[config.mk]
export PLATFORM = sky130hd
export DESIGN_NAME = alu_arbiter
export DESIGN_NICKNAME = d
export VERILOG_FILES = /design/src/rtl/alu_pkg.sv /design/src/rtl/alu.sv /design/src/rtl/alu_arbiter.sv
export SDC_FILE = /design/constraint.sdc
export NUM_CORES = 1
export LEC_CHECK = 0
export CAP_MARGIN = 10
export CORE_MARGIN = 2
export CORE_UTILIZATION = 32
export DETAILED_ROUTE_END_ITERATION = 6
export GPL_ROUTABILITY_DRIVEN = 0
export PLACE_DENSITY = 0.55
export SLEW_MARGIN = 25
export SYNTH_ARGS = -nofsm -noshare
export SYNTH_HDL_FRONTEND = slang
export SYNTH_SLANG_ARGS = --single-unit
[constraint.sdc]
create_clock -name clk -period 4.7 [get_ports clk]
set_input_delay 0.47 -clock clk [delete_from_list [all_inputs] [get_ports clk]]
set_output_delay 0.47 -clock clk [all_outputs]
set_load 0.005 [all_outputs]
[src/rtl/alu_pkg.sv]
// rtl/alu_pkg.sv - operator codes, legality check and sequencer state encoding for the shared ALU
package alu_pkg;

    localparam int ALU_W = 32;

    localparam logic [5:0] OP_ADD = 6'b011000;
    localparam logic [5:0] OP_SUB = 6'b011001;
    localparam logic [5:0] OP_XOR = 6'b101111;
    localparam logic [5:0] OP_OR  = 6'b101110;
    localparam logic [5:0] OP_AND = 6'b010101;
    localparam logic [5:0] OP_SRA = 6'b100100;
    localparam logic [5:0] OP_SRL = 6'b100101;
    localparam logic [5:0] OP_SLL = 6'b100111;
    localparam logic [5:0] OP_LTS = 6'b000000;
    localparam logic [5:0] OP_LTU = 6'b000001;
    localparam logic [5:0] OP_GES = 6'b001010;
    localparam logic [5:0] OP_GEU = 6'b001011;
    localparam logic [5:0] OP_EQ  = 6'b001100;
    localparam logic [5:0] OP_NE  = 6'b001101;

    typedef enum logic [1:0] {
        ST_IDLE = 2'd0,
        ST_EXEC = 2'd1,
        ST_RESP = 2'd2
    } state_t;

    function automatic logic is_legal_op(input logic [5:0] op);
        case (op)
            OP_ADD, OP_SUB, OP_XOR, OP_OR, OP_AND, OP_SRA, OP_SRL, OP_SLL,
            OP_LTS, OP_LTU, OP_GES, OP_GEU, OP_EQ, OP_NE: return 1'b1;
            default: return 1'b0;
        endcase
    endfunction

endpackage

[src/rtl/alu.sv]
// rtl/alu.sv - combinational 32-bit ALU with comparison flag
module alu
    import alu_pkg::*;
#(
    parameter int W = 32
) (
    input  logic [5:0]   operator,
    input  logic [W-1:0] a,
    input  logic [W-1:0] b,
    output logic [W-1:0] res,
    output logic         comp_res
);

    localparam int SH_W = $clog2(W);

    logic [SH_W-1:0] shamt;
    logic            is_cmp;

    assign shamt = b[SH_W-1:0];

    always_comb begin
        res      = '0;
        comp_res = 1'b0;
        is_cmp   = 1'b0;
        case (operator)
            OP_ADD: res = a + b;
            OP_SUB: res = a - b;
            OP_XOR: res = a ^ b;
            OP_OR:  res = a | b;
            OP_AND: res = a & b;
            OP_SRA: res = $signed(a) >>> shamt;
            OP_SRL: res = a >> shamt;
            OP_SLL: res = a << shamt;
            OP_LTS: begin is_cmp = 1'b1; comp_res = $signed(a) <  $signed(b); end
            OP_LTU: begin is_cmp = 1'b1; comp_res = a <  b; end
            OP_GES: begin is_cmp = 1'b1; comp_res = $signed(a) >= $signed(b); end
            OP_GEU: begin is_cmp = 1'b1; comp_res = a >= b; end
            OP_EQ:  begin is_cmp = 1'b1; comp_res = a == b; end
            OP_NE:  begin is_cmp = 1'b1; comp_res = a != b; end
            default: res = '0;
        endcase
        // Compare ops also present the boolean on the result bus.
        if (is_cmp) begin
            res = W'(comp_res);
        end
    end

endmodule

[src/rtl/alu_arbiter.sv]
// rtl/alu_arbiter.sv - two-port round-robin arbiter and sequencer for the shared ALU
module alu_arbiter
    import alu_pkg::*;
#(
    parameter int W     = 32,
    parameter int CNT_W = 16
) (
    input  logic             clk,
    input  logic             rst_n,
    input  logic [1:0]       req_valid,
    output logic [1:0]       req_ready,
    input  logic [5:0]       req_op0,
    input  logic [5:0]       req_op1,
    input  logic [W-1:0]     req_a0,
    input  logic [W-1:0]     req_b0,
    input  logic [W-1:0]     req_a1,
    input  logic [W-1:0]     req_b1,
    output logic [1:0]       rsp_valid,
    input  logic [1:0]       rsp_ready,
    output logic [W-1:0]     rsp_res,
    output logic             rsp_flag,
    output logic             rsp_err,
    output logic             busy,
    output logic [CNT_W-1:0] op_count
);

    state_t       state;
    logic         owner;
    logic         last;
    logic [5:0]   op_q;
    logic [W-1:0] a_q;
    logic [W-1:0] b_q;
    logic [W-1:0] alu_res;
    logic         alu_comp;
    logic         grant_any;
    logic         grant;

    alu #(.W(W)) u_alu (
        .operator (op_q),
        .a        (a_q),
        .b        (b_q),
        .res      (alu_res),
        .comp_res (alu_comp)
    );

    // On contention the port that did not finish last wins.
    always_comb begin
        grant_any = |req_valid;
        grant     = (&req_valid) ? ~last : req_valid[1];
        req_ready = '0;
        if (state == ST_IDLE && grant_any) begin
            req_ready[grant] = 1'b1;
        end
    end

    assign busy = (state != ST_IDLE);

    always_ff @(posedge clk or negedge rst_n) begin
        if (!rst_n) begin
            state     <= ST_IDLE;
            owner     <= 1'b0;
            last      <= 1'b1;
            op_q      <= '0;
            a_q       <= '0;
            b_q       <= '0;
            rsp_valid <= '0;
            rsp_res   <= '0;
            rsp_flag  <= 1'b0;
            rsp_err   <= 1'b0;
            op_count  <= '0;
        end else begin
            case (state)
                ST_IDLE: begin
                    if (grant_any) begin
                        owner <= grant;
                        op_q  <= grant ? req_op1 : req_op0;
                        a_q   <= grant ? req_a1  : req_a0;
                        b_q   <= grant ? req_b1  : req_b0;
                        state <= ST_EXEC;
                    end
                end
                ST_EXEC: begin
                    if (is_legal_op(op_q)) begin
                        rsp_res  <= alu_res;
                        rsp_flag <= alu_comp;
                        rsp_err  <= 1'b0;
                    end else begin
                        rsp_res  <= '0;
                        rsp_flag <= 1'b0;
                        rsp_err  <= 1'b1;
                    end
                    rsp_valid <= owner ? 2'b10 : 2'b01;
                    state     <= ST_RESP;
                end
                ST_RESP: begin
                    if (rsp_ready[owner]) begin
                        rsp_valid <= '0;
                        op_count  <= op_count + CNT_W'(1);
                        last      <= owner;
                        state     <= ST_IDLE;
                    end
                end
                default: state <= ST_IDLE;
            endcase
        end
    end

endmodule

==> metrics.md, run 1 <==
| Metric | Value |
|---|---|
| Status | finished with violations |
| Failing checks | design-rule violations |
| Max Fclk | between 0.2 and 0.25 GHz |
| Post-DR vias/cell | 6.208 |
| Mean post-synth cell area | just over 8 µm² |
| Crit path time final | 4.022 ns |
| Synth warn | 0 |
| Switch share | between 50 and 60% |
| Total gr overflow | 0 |
| FF-to-FF path depth | 9 |
| Final setup viols | 0 |
| EDFF count, synth | 0 |
| Synthesized area | 14810 µm² |
| DRC | 1 |
| Initial drt markers | 2377 |
| Clk slew on worst S/H paths | roughly 0.06 ns |
| Clock group share of total power | between 10% and 20% |
| Routed Antenna Nets | 0 |
| Max-cap violation count | 0 |
| FF-to-FF Start | b_q[0] |
| Total Die Area | 48030 µm² |
| Static Leak | about 7.6 nW |
| Pins Over Slew Limit | 0 |
| CP max FO | 44 |
| Final Hold Fails | 0 |
| CP delay by family, top | compound AO/OA/AOI/OAI gates |
| Top_reg_cell synth | dfrtp_1 |
| Longest Clk Path Bufs | 2 |
| Switch Pwr | slightly above 8 mW |
| WP data arrival | approximately 4.4 ns |
| Port Buffers | 200 |
| Setup TNS | 0 ns |
| Synth top area share | around a fifth |
| Worst-Margin Slew | 1.111 ns |
| Yosys top cell by area | dfrtp_1 |
| Synth area leaders | dfrtp_1, ha_1, mux4_2 |
| Std cell rows | 78 |
| Fin crit share | between 80 and 90% |
| Sink count of the clock tree | between 100 and 150 |
| Tot GR Track Use | 27.15% |
| Worst rel slew slack | about a quarter |
| Startpoint Class | flip-flop |
| CTS HTree Levels | 4 |
| Number of distinct library cells after synthesis | 94 |
| Initial core utilization | between 30% and 40% |
| Yosys reg bits | around 130 |
| Post-synthesis sequential area ratio | a little over a fifth |
| Per-cell routed wire length | 25.36 µm |
| Setup crit end kind | flip-flop |
| Post-CTS Setup Repair Bufs | 0 |
| Syn Nets | around 2100 |
| Critical path class | reg -> reg |
| DP Wirelength | roughly 50000 µm |
| Reg-to-reg slack, setup | a little under 0.7 ns |
| Largest net degree at the start of global routing | 58 |
| CTS tree | done |
| Cells after DPL | approximately 2500 |
| Area of placed instances | between 15000 and 20000 µm² |
| Reg-to-Reg End | rsp_res[6] |
| CP peak stage delay | 0.89 ns |
| Sequential power share | 15.3% |
| First-pass DRT Iterations | 7 |
| Area delta synth->final | 21.69% |
| Routed vias | around 16000 |
| Clock latency at the later pin of the worst-skew pair | ~0.5 ns |
| Initial antenna violation count | 4 |
| Crit path buf inv count | 1 |
| First-pass GRT wire length | roughly 97000 µm |
| Root buf cell | clkbuf_16 |
| Vias in the first global route | roughly 15000 |
| Final #Nets | approximately 2200 |
| DIE WIDTH | 219.2 µm |
| Worst Path Required | between 5 and 6 ns |
| Cell Int Power | ~6.4 mW |
| Crit-path cells | buf_4 -> mux4_2 -> mux2_2 -> nor2_1 -> a21oi_1 -> o21ai_0 -> a32oi_1 -> a2111oi_0 -> o21ai_0 |
| Die Height | around 220 µm |
| Synth top cells by count | inv_1, nand2_1, a21oi_1 |
| Maximum vdd drop | 0.0002862 V |
| Inserted Clock Buffers | 17 |
| Synth Instances | 1827 |
| Ports | ~200 |
| Top-count cell post-synth | inv_1 |
| Logic gate share of total power | between 70% and 80% |
| Clock Skew | about 0.022 ns |
| PwrDens | approximately 800 nW/µm² |
| Layout cell share with drive strength beyond 1 | 11.04% |
| Worst min path class | in -> async |
| DRT Wirelength | roughly 65000 µm |
| RSZ-0062 raised after global routing | false |
| Asr flop ratio synth | 100.0% |
| Core ar. | 45580 µm² |
| Post-route cell area | 18030 µm² |
| Slowest CP cell | dfrtp_4 |
| Most common cell on crit path | o21ai_0 |
| Non-filler cells in the finished layout | between 2000 and 3000 |
how the worst max path moves through the flow:
stage / startpoint / cells past startpoint / end / slack, ns
floorplan: b_q[3] / 13 / rsp_res[23] / 1.11
global placement: b_q[0] / 9 / rsp_res[6] / 0.78
detailed placement: b_q[0] / 9 / rsp_res[6] / 0.74
CTS: b_q[0] / 9 / rsp_res[6] / 0.72
global route: b_q[0] / 9 / rsp_res[6] / 0.58
finish: b_q[0] / 9 / rsp_res[6] / 0.68
worst reg2reg max path: cells and delay by family (launching register included):
family / cells / cell delay, ns
buf+inv: 1 / 0.43
simple gates: 1 / 0.09
mux: 2 / 0.92
compound gates: 5 / 1.55
flops: 1 / 0.89
logic make-up after synthesis:
logic type               after synthesis  share of synthesized area (%)
AND/OR/NAND/NOR                      496                          15.84
adder cells (fa/ha/maj)              108                          9.224
XOR/XNOR                              33                          1.951
multiplexers                         139                          14.01
AO/OA/AOI/OAI                        598                          28.52
flip-flops                           126                          21.29
buffers and inverters                327                          9.156
state kept, by name (all words and copies together) (netlist names), 2 cells and up:
name and cells:
b_q 32, op_q 6, rsp_res 32, op_count 16, rsp_valid 2, a_q 32
state 2
metal layers:
metal / GRT usage (%) / wire [µm] / share of wire (%) / up-vias
li1: - / - / - / 7117
met1: 36.24 / 26610 / 41 / 7721
met2: 39.79 / 28120 / 43 / 974
met3: 7.360 / 7253 / 11 / 189
met4: 14.41 / 3372 / 5.2 / 2
met5: 0 / 13 / 0.020 / -
layout make-up:
cell class              count  area (µm²)
multi-input cells        1374       10320
flip-flops and latches    126        3162
fillers                  4618       27550
repair buffers            262        2484
diodes                      3       7.507
well taps                 600       750.7
inverters                 181       679.4
clock inverters            15       192.7
clock buffers              17       425.4
cells in the final DEF, fill, tap and decap left out, drive strengths merged, types with 34 or more instances in the layout:
cell type	n
mux2i	60
nor3	34
nand2	163
a222oi	76
ha	106
inv	189
nor2	131
o21ai	121
clkdlybuf4s50	199
buf	62
dfrtp	125
mux4	52
a21oi	136
through the flow:
stage,setup WS [ns],power (mW),hold slack (ns),util (%)
final,0.6779,14.46,0.4515,39.55
after global routing,0.5839,15.40,0.4865,39.53
after CTS,0.7241,14.19,0.4517,39.49
after detailed placement,0.7385,12.65,0.4244,38.11
after global placement,0.7798,12.58,0.4287,38.11
after floorplan,1.108,9.480,0.1744,-
timing repair:
| item | in CTS | in global routing |
|---|---|---|
| hold endpoints to repair | 40 | 0 |
| gates resized for setup | 0 | 0 |
| hold buffers | 1 | 0 |
power by group through the flow:
| stage | Sequential [mW] | Combinational [mW] | Clock [mW] |
|---|---|---|---|
| after global placement | 2.20 | 10.4 | 0 |
| after CTS | 2.19 | 10.5 | 1.49 |
| after detailed placement | 2.21 | 10.4 | 0 |
| after floorplan | 1.87 | 7.61 | 0 |
| after global routing | 2.27 | 11.6 | 1.53 |
| final | 2.21 | 10.8 | 1.44 |
No activity file was read; power rests on OpenSTA's default activity.
==> run 2: changes to the inputs <==
Settings changed: ABC_AREA set to 1.
==> metrics.md, run 2 <==
| Metric | Value |
|---|---|
| Status | complete, no violations (was finished with violations) |
| ANT cells | 0 (was 3) |
| Inserted Clock Buffers | 17 (unchanged) |
| Area of placed instances | 17390 µm² (was 17370 µm²) |
| Ports | 201 (unchanged) |
| Fin util | 38.70% (was 39.55%) |
| Synthesized area | 15030 µm² (was 14810 µm²) |
| Synth Instances | 2560 (was 1827) |
| PwrDens | 772.9 nW/µm² (was 802.1 nW/µm²) |
| First-pass GRT wire length | 105100 µm (was 97210 µm) |
| Initial drt markers | 2707 (was 2377) |
| EDFF count, synth | 0 (unchanged) |
| Clk slew on worst S/H paths | 0.08 ns (was 0.06 ns) |
| Post-route cell area | 17980 µm² (was 18030 µm²) |
| Max Fclk | 0.2999 GHz (was 0.2486 GHz) |
| Per-cell routed wire length | 21.17 µm (was 25.36 µm) |
| Setup crit end kind | flip-flop (unchanged) |
| Final setup viols | 0 (unchanged) |
| Largest net degree at the start of global routing | 88 (was 58) |
| Routed vias | 18470 (was 16000) |
| Routed Antenna Nets | 0 (unchanged) |
| Tot GR Track Use | 28.62% (was 27.15%) |
| Syn Nets | 2814 (was 2081) |
| Initial core utilization | 32.36% (was 32.50%) |
| Yosys top cell by area | nand2_1 (was dfrtp_1) |
| Post-cts resize count | 0 (unchanged) |
| Top_reg_cell synth | dfrtp_1 (unchanged) |
| Yosys reg bits | 126 (unchanged) |
| Area delta synth->final | 19.59% (was 21.69%) |
| Clock Skew | 0.01066 ns (was 0.02171 ns) |
| Worst rel slew slack | 32.56% (was 24.01%) |
| Fill cell count | 5059 (was 4618) |
| Sink count of the clock tree | 126 (unchanged) |
| DIE WIDTH | 220.8 µm (was 219.2 µm) |
| Worst-Margin Slew | 1.001 ns (was 1.111 ns) |
| Worst min path class | in -> async (unchanged) |
| Crit path time final | 3.334 ns (was 4.022 ns) |
| DRT Wirelength | 69750 µm (was 65370 µm) |
| Top-count cell post-synth | nand2_1 (was inv_1) |
| Static Leak | 8.680 nW (was 7.629 nW) |
| WP data arrival | 3.68 ns (was 4.35 ns) |
| Reg-to-reg slack, setup | 1.37 ns (was 0.68 ns) |
| Synth top cells by count | nand2_1, nand3_1, inv_1 (was inv_1, nand2_1, a21oi_1) |
| Final #Nets | 2929 (was 2216) |
| DRC | 0 (was 1) |
| RSZ-0062 raised after global routing | false (unchanged) |
| Synth warn | 0 (unchanged) |
| Post-CTS Setup Repair Bufs | 0 (unchanged) |
| Vias in the first global route | 17810 (was 15360) |
| Max-cap violation count | 0 (unchanged) |
| Std cell rows | 79 (was 78) |
| Maximum vdd drop | 0.0003663 V (was 0.0002862 V) |
| Synth top area share | 23.79% (was 21.12%) |
| Die Height | 220.8 µm (was 219.2 µm) |
| FF-to-FF Start | b_q[0] (unchanged) |
| CTS HTree Levels | 4 (unchanged) |
| Setup TNS | 0 ns (unchanged) |
| Startpoint Class | flip-flop (unchanged) |
| Synth area leaders | nand2_1, dfrtp_1, nand3_1 (was dfrtp_1, ha_1, mux4_2) |
| Fin crit share | 70.94% (was 85.58%) |
| Total Die Area | 48730 µm² (was 48030 µm²) |
| Root buf cell | clkbuf_16 (unchanged) |
| Clock latency at the later pin of the worst-skew pair | 0.46 ns (was 0.50 ns) |
| Post-DR vias/cell | 5.605 (was 6.208) |
| Initial antenna violation count | 0 (was 4) |
| Asr flop ratio synth | 100.0% (unchanged) |
| FF-to-FF path depth | 12 (was 9) |
| Port Buffers | 200 (unchanged) |
| Pins Over Slew Limit | 0 (unchanged) |
| Worst Path Required | 5.05 ns (was 5.02 ns) |
| Critical path class | reg -> reg (unchanged) |
| First-pass DRT Iterations | 7 (unchanged) |
| Most common cell after layout, fill and taps aside | nand2_1 (was clkdlybuf4s50_1) |
| Total gr overflow | 0 (unchanged) |
| Core ar. | 46460 µm² (was 45580 µm²) |
| Final Hold Fails | 0 (unchanged) |
| Biggest regs | a_q (32), b_q (32), rsp_res (32) (unchanged) |
| Post-synthesis sequential area ratio | 20.98% (was 21.29%) |
| Layout cell share with drive strength beyond 1 | 3.497% (was 11.04%) |
| Longest Clk Path Bufs | 2 (unchanged) |
| Reg-to-Reg End | rsp_res[22] (was rsp_res[6]) |
| Most frequent cells in the layout | nand2_1, nand3_1, inv_1 (was clkdlybuf4s50_1, inv_1, nand2_1) |
| Number of distinct library cells after synthesis | 50 (was 94) |
| CP max FO | 45 (was 44) |
| CTS tree | done (unchanged) |
| Mean post-synth cell area | 5.873 µm² (was 8.108 µm²) |
| DP Wirelength | 56110 µm (was 49580 µm) |
| Hold buffer count at cts | 0 (was 1) |
run 2: cell families (layout without fill, tap and decap cells):
logic type | Yosys count | after routing | synth area share (%)
simple gates | 1566 | 1566 | 43.73
compound gates | 392 | 392 | 15.57
buf+inv | 351 | 479 | 9.620
flops | 126 | 126 | 20.98
fa+ha+maj | 108 | 108 | 9.088
xor+xnor | 14 | 14 | 0.8156
mux | 3 | 3 | 0.1997
run 2: area by class of cell:
cell class              instances  area [µm²]  share of cell area, %
clock inverters                15       167.7                 0.9325
clock buffers                  17       425.4                  2.366
flip-flops and latches        126        3157                  17.56
multi-input cells            2083       10450                  58.14
well taps                     607       759.5                  4.224
repair buffers                220        2166                  12.05
inverters                     227       852.1                  4.739
run 2: how the worst max path moves through the flow:
stage | startpoint | slack (ns) | cells after the start | end
2_1_floorplan | b_q[2] | 2.20 | 18 | rsp_res[18]
3_3_place_gp | b_q[0] | 1.55 | 12 | rsp_res[22]
3_5_place_dp | b_q[2] | 1.57 | 16 | rsp_res[11]
4_1_cts | b_q[2] | 1.55 | 16 | rsp_res[11]
5_1_grt | b_q[0] | 1.25 | 14 | rsp_res[28]
6_report | b_q[0] | 1.37 | 12 | rsp_res[22]
run 2: worst max-delay path: stages (launching register included):
cell,delay [ns]
dfrtp_1,0.36
buf_4,0.45
inv_2,0.43
ha_1,0.37
or2_2,0.32
nand3_1,0.08
nand2_1,0.13
nand2_1,0.11
nand2_1,0.06
a21oi_1,0.43
nand3_1,0.26
nand2_1,0.15
nand2_1,0.06
run 2: routing by layer:
layer	vias to the layer above	wire length, µm	global-route usage, %
li1	8637	-	-
met1	8505	28210	37.33
met2	1090	30070	43.64
met3	236	7128	6.007
met4	0	4340	16.58
met5	-	0	0
run 2: power by group:
part	switching, mW	internal [mW]
clock	0.660	0.714
combinational	7.51	2.99
sequential	0.577	1.45
run 2: metrics by stage:
step / cells / hold WS (ns) / worst slack, ns / power, mW
2_1_floorplan: 2560 / 0.1744 / 2.196 / 8.892
3_3_place_gp: 3263 / 0.4576 / 1.549 / 12.12
3_5_place_dp: 3263 / 0.4698 / 1.567 / 12.12
4_1_cts: 3295 / 0.1104 / 1.546 / 13.54
5_1_grt: 3295 / 0.1432 / 1.255 / 14.99
6_report: 3295 / 0.08149 / 1.366 / 13.90
